$ cat config.mk
export PLATFORM = sky130hd
export DESIGN_NAME = stream_mux_arb
export DESIGN_NICKNAME = d
export VERILOG_FILES = /design/src/rtl/stream_mux_pkg.sv /design/src/rtl/stream_mux_arb_rr_arbiter.sv /design/src/rtl/stream_mux_arb.sv
export SDC_FILE = /design/constraint.sdc
export NUM_CORES = 1
export LEC_CHECK = 0
export BUFFER_PORTS_ARGS = -buffer_cell sky130_fd_sc_hd__buf_2
export CORE_ASPECT_RATIO = 0.6
export CORE_MARGIN = 4
export CORE_UTILIZATION = 25
export CTS_CLUSTER_DIAMETER = 200
export DETAILED_ROUTE_END_ITERATION = 8
export PLACE_DENSITY_LB_ADDON = 0.1
export SYNTH_ARGS = -nofsm -noshare
export SYNTH_HDL_FRONTEND = slang
export SYNTH_HIERARCHICAL = 1
export SYNTH_SLANG_ARGS = --single-unit
$ cat constraint.sdc
create_clock -name clk -period 7.15 [get_ports clk]
set_clock_uncertainty 0.2 [all_clocks]
set_input_delay 1.43 -clock clk [delete_from_list [all_inputs] [get_ports clk]]
set_output_delay 1.43 -clock clk [all_outputs]
set_load 0.02 [all_outputs]
$ cat src/rtl/stream_mux_pkg.sv
// Shared constants and helpers for the streaming channel selector.
// Imported by the arbiter and the top level.
package stream_mux_pkg;

  localparam logic MODE_FIXED = 1'b0;
  localparam logic MODE_RR    = 1'b1;

  // Round-robin successor of idx, wrapping at ch-1.
  function automatic int unsigned rr_next(
    input int unsigned idx,
    input int unsigned ch
  );
    return (idx == ch - 1) ? 0 : idx + 1;
  endfunction

endpackage

$ cat src/rtl/stream_mux_arb_rr_arbiter.sv
// Combinational arbiter: fixed-priority or round-robin search.
// Search starts at 0 (fixed) or at ptr (round-robin) and wraps.
module rr_arbiter
  import stream_mux_pkg::*;
#(
  parameter int CH = 4,
  localparam int SW = $clog2(CH)
) (
  input  logic [CH-1:0] req,
  input  logic [SW-1:0] ptr,
  input  logic          mode,
  input  logic          en,
  output logic [CH-1:0] gnt,
  output logic [SW-1:0] gnt_idx,
  output logic          any
);

  int base;
  int idx;

  // First requester in the wrapped search order wins.
  always_comb begin
    gnt     = '0;
    gnt_idx = '0;
    any     = 1'b0;
    idx     = 0;
    base    = (mode == MODE_RR) ? int'(ptr) : 0;
    if (en) begin
      for (int k = 0; k < CH; k++) begin
        idx = base + k;
        if (idx >= CH) idx = idx - CH;
        if (!any && req[idx]) begin
          any      = 1'b1;
          gnt[idx] = 1'b1;
          gnt_idx  = SW'(idx);
        end
      end
    end
  end

endmodule

$ cat src/rtl/stream_mux_arb.sv
// Streaming CH-to-1 selector with a one-entry output register.
// The internal arbiter picks the source; ptr tracks the last winner.
module stream_mux_arb
  import stream_mux_pkg::*;
#(
  parameter int N  = 16,
  parameter int CH = 4,
  localparam int SW = $clog2(CH)
) (
  input  logic          clk,
  input  logic          rst,
  input  logic          mode,
  input  logic [CH-1:0] in_valid,
  input  logic [CH*N-1:0] in_data,
  output logic [CH-1:0] in_ready,
  output logic          out_valid,
  output logic [N-1:0]  out_data,
  output logic [SW-1:0] out_sel,
  input  logic          out_ready
);

  logic [SW-1:0] ptr;
  logic          load_en;
  logic          arb_en;
  logic [CH-1:0] gnt;
  logic [SW-1:0] gnt_idx;
  logic          any;
  logic [N-1:0]  sel_data;

  assign load_en  = !out_valid || out_ready;
  assign arb_en   = load_en && !rst;
  assign in_ready = gnt;
  assign sel_data = in_data[int'(gnt_idx)*N +: N];

  rr_arbiter #(.CH(CH)) u_arb (
    .req     (in_valid),
    .ptr     (ptr),
    .mode    (mode),
    .en      (arb_en),
    .gnt     (gnt),
    .gnt_idx (gnt_idx),
    .any     (any)
  );

  // Output register: refill on grant, drain on consume, else hold.
  always_ff @(posedge clk) begin
    if (rst) begin
      out_valid <= 1'b0;
      out_data  <= '0;
      out_sel   <= '0;
      ptr       <= '0;
    end else if (any) begin
      out_valid <= 1'b1;
      out_data  <= sel_data;
      out_sel   <= gnt_idx;
      ptr       <= SW'(rr_next(int'(gnt_idx), CH));
    end else if (out_ready) begin
      out_valid <= 1'b0;
    end
  end

endmodule

==> impl_metrics.ini <==
[status]
status = finished clean

[drt]
drc = 0
wl_per_cell_um = 15.44
drtIter0Drc = 79
vias = 1741
vias_per_cell = 4.960
drt_pass1_iterations = 4
postRouteAntennaNets = 0
wl_mm = 5.419

[global_route]
antenna_found_initial = 0
grt_first_pass_wirelength_mm = 8.645
gr-total-overflow = 0
first_global_vias = 1706
grt_usage_pct = 12.79
grt_max_degree = 36

[final_layout]
drive_gt1_share_pct = 49.62
syn2layout_area_growth_pct = 32.45
utilization_pct = 34.50
finalNetCount = 338
n_fill_cell = 705
n_antenna_cell = 0

[floorplan]
fp-row-count = 23
core_region_area_um2 = 6734
dieArea_um2 = 8465
start_util_pct = 26.05
ios = 95
die_y_um = 72.89
chipWidth_um = 116.1

[placement]
pre_cts_slack_ns = 2.262
globalplace.congestion = 0.7727
port_buffers = 94
dp_hpwl_mm = 4.021

[timing]
setup_slack_ns = 2.269
slew_headroom_pct = 30.95
fin_setup_tns_ns = 0
fin_crit_ns = 4.881
worst_pin_slew_ns = 1.030
drv_slew = 0
grt_setup_unrepaired = no
min_period_over_period_pct = 68.26
max_freq_mhz = 204.9
setup_viol = 0
final_hold_viol_count = 0
fin_hold_ws_ns = 0.3111

[yosys]
ys_warn_count = 6
synthFlopType = dfxtp_1
ys_ff_latch = 21
syn_nets = 258
synth.distinct_cells = 44
synth_edf_count = 0
async_flop_share_pct = 0
synth_cells = 185
avgSynthCellArea_um2 = 9.482
seq_area_frac_synth_pct = 23.97
synthesis.area_um2 = 1754

[pwr]
vdd_drop_max_mv = 0.09677
p_leak_nw = 1.010
power.density_nw_per_um2 = 165.3

[clock_tree]
cts_buffers = 3
ctsResizeCount = 0
cts-root-buf = clkbuf_16
cts-hold-fix-buffers = 0
cts_tree = yes
cts_setup_buffers = 0
worstSkewPairLatency_ns = 0.25
htreeDepth = 1
clock-sinks = 21
clk_pin_slew_ns = 0.06
clock_path_buffers = 2

[worst_setup_path]
required_ns = 5.52
criticalPathCategory = input pin to output pin
crit_chain = buf_2 > nand2_4 > mux4_2 > or3_4 > or3_1 > a21boi_1 > buf_2
worst_path_most_repeated_cell = buf_2
critPathLaunchType = input pin
crit_path_top_delay_cell = mux4_2
arrival_ns = 3.25
critical_path.max_stage_delay_ns = 0.51
crit_fanout = 14
critPathCaptureType = output pin

[min_path]
min_path_type = flop to flop

[run]
cap_violations = 0
[final cells by class]
class	count	area, um^2	area share, %
clock buffer	4	78.83	3.393
inverter	5	18.77	0.8078
multi-input combinational	140	1226	52.77
sequential	21	420.4	18.09
tap	87	108.9	4.685
timing repair buffer	94	470.5	20.25
[Yosys cell counts, types with 2 or more instances]
cell	number	area share [%]
a21oi_1	7	2.0
a22oi_1	2	0.86
and2_1	2	0.71
buf_2	6	1.7
buf_4	2	0.86
clkbuf_1	10	2.1
dfxtp_1	21	24
inv_1	5	1.1
mux2i_1	37	21
mux4_2	2	2.6
nand2_1	2	0.43
nand2b_1	9	3.2
nand3_1	3	0.86
nand3b_1	2	0.86
nor2_1	4	0.86
nor3_1	4	1.1
o2111ai_1	2	1.0
o21a_1	3	1.3
o21ai_0	2	0.57
o221ai_1	6	3.0
o221ai_2	10	8.6
o22ai_1	2	0.71
o32ai_1	3	1.5
or3_1	2	0.71
or3b_1	2	1.0
or3b_2	17	8.5
[state kept, by name, summed over array words and instances (netlist names)]
signal	flops
out_sel	2
out_data	16
ptr	2
out_valid	1
[cell families after synthesis]
family	synth area share [%]
compound gates	22.54
buf+inv	6.420
mux	24.32
fa+ha+maj	0.7132
xor+xnor	0.4994
simple gates	21.54
flops	23.97
[metal layers]
layer	wire, um	global-route usage (%)
met5	0	0
met3	425	2.900
met4	27	1.544
met2	2137	18.29
met1	2829	19.89
[worst paths after layout]
kind                                  from  cells past startpoint          end  slack [ns]
worst max-delay path                  mode                      7  in_ready[1]        2.27
worst min-delay path            out_sel[0]                      2   out_sel[0]        0.31
worst max register to register      ptr[0]                      8       ptr[1]        3.56
worst min register to register  out_sel[0]                      2   out_sel[0]        0.31
[stage by stage]
step	instances	area, um^2	power [mW]
after floorplan	185	1754	0.2250
after global placement	347	2245	0.2695
after detailed placement	347	2245	0.2682
after CTS	351	2323	0.3900
after global routing	351	2323	0.4082
final	351	2323	0.3841
[critical path, delay by kind of cell]
| kind | cells | cell delay (ns) |
|---|---|---|
| mux | 1 | 0.51 |
| simple gates | 3 | 0.81 |
| buf+inv | 2 | 0.36 |
| compound gates | 1 | 0.13 |
[cell usage in the layout, fill, tap and decap left out, types with 5 or more instances in the layout]
cell and n:
o221ai_1 6, dfxtp_1 21, buf_2 94, mux2i_1 37, or3b_2 17, inv_1 5
a21oi_1 7, nand2b_1 9, o221ai_2 10
[power breakdown]
group	leakage (nW)	internal [mW]	switching, mW
combinational	0.799	0.0598	0.0691
sequential	0.173	0.127	0.00830
clock	0.0382	0.0760	0.0435
Note: power is estimated with default switching activity, not from simulation.
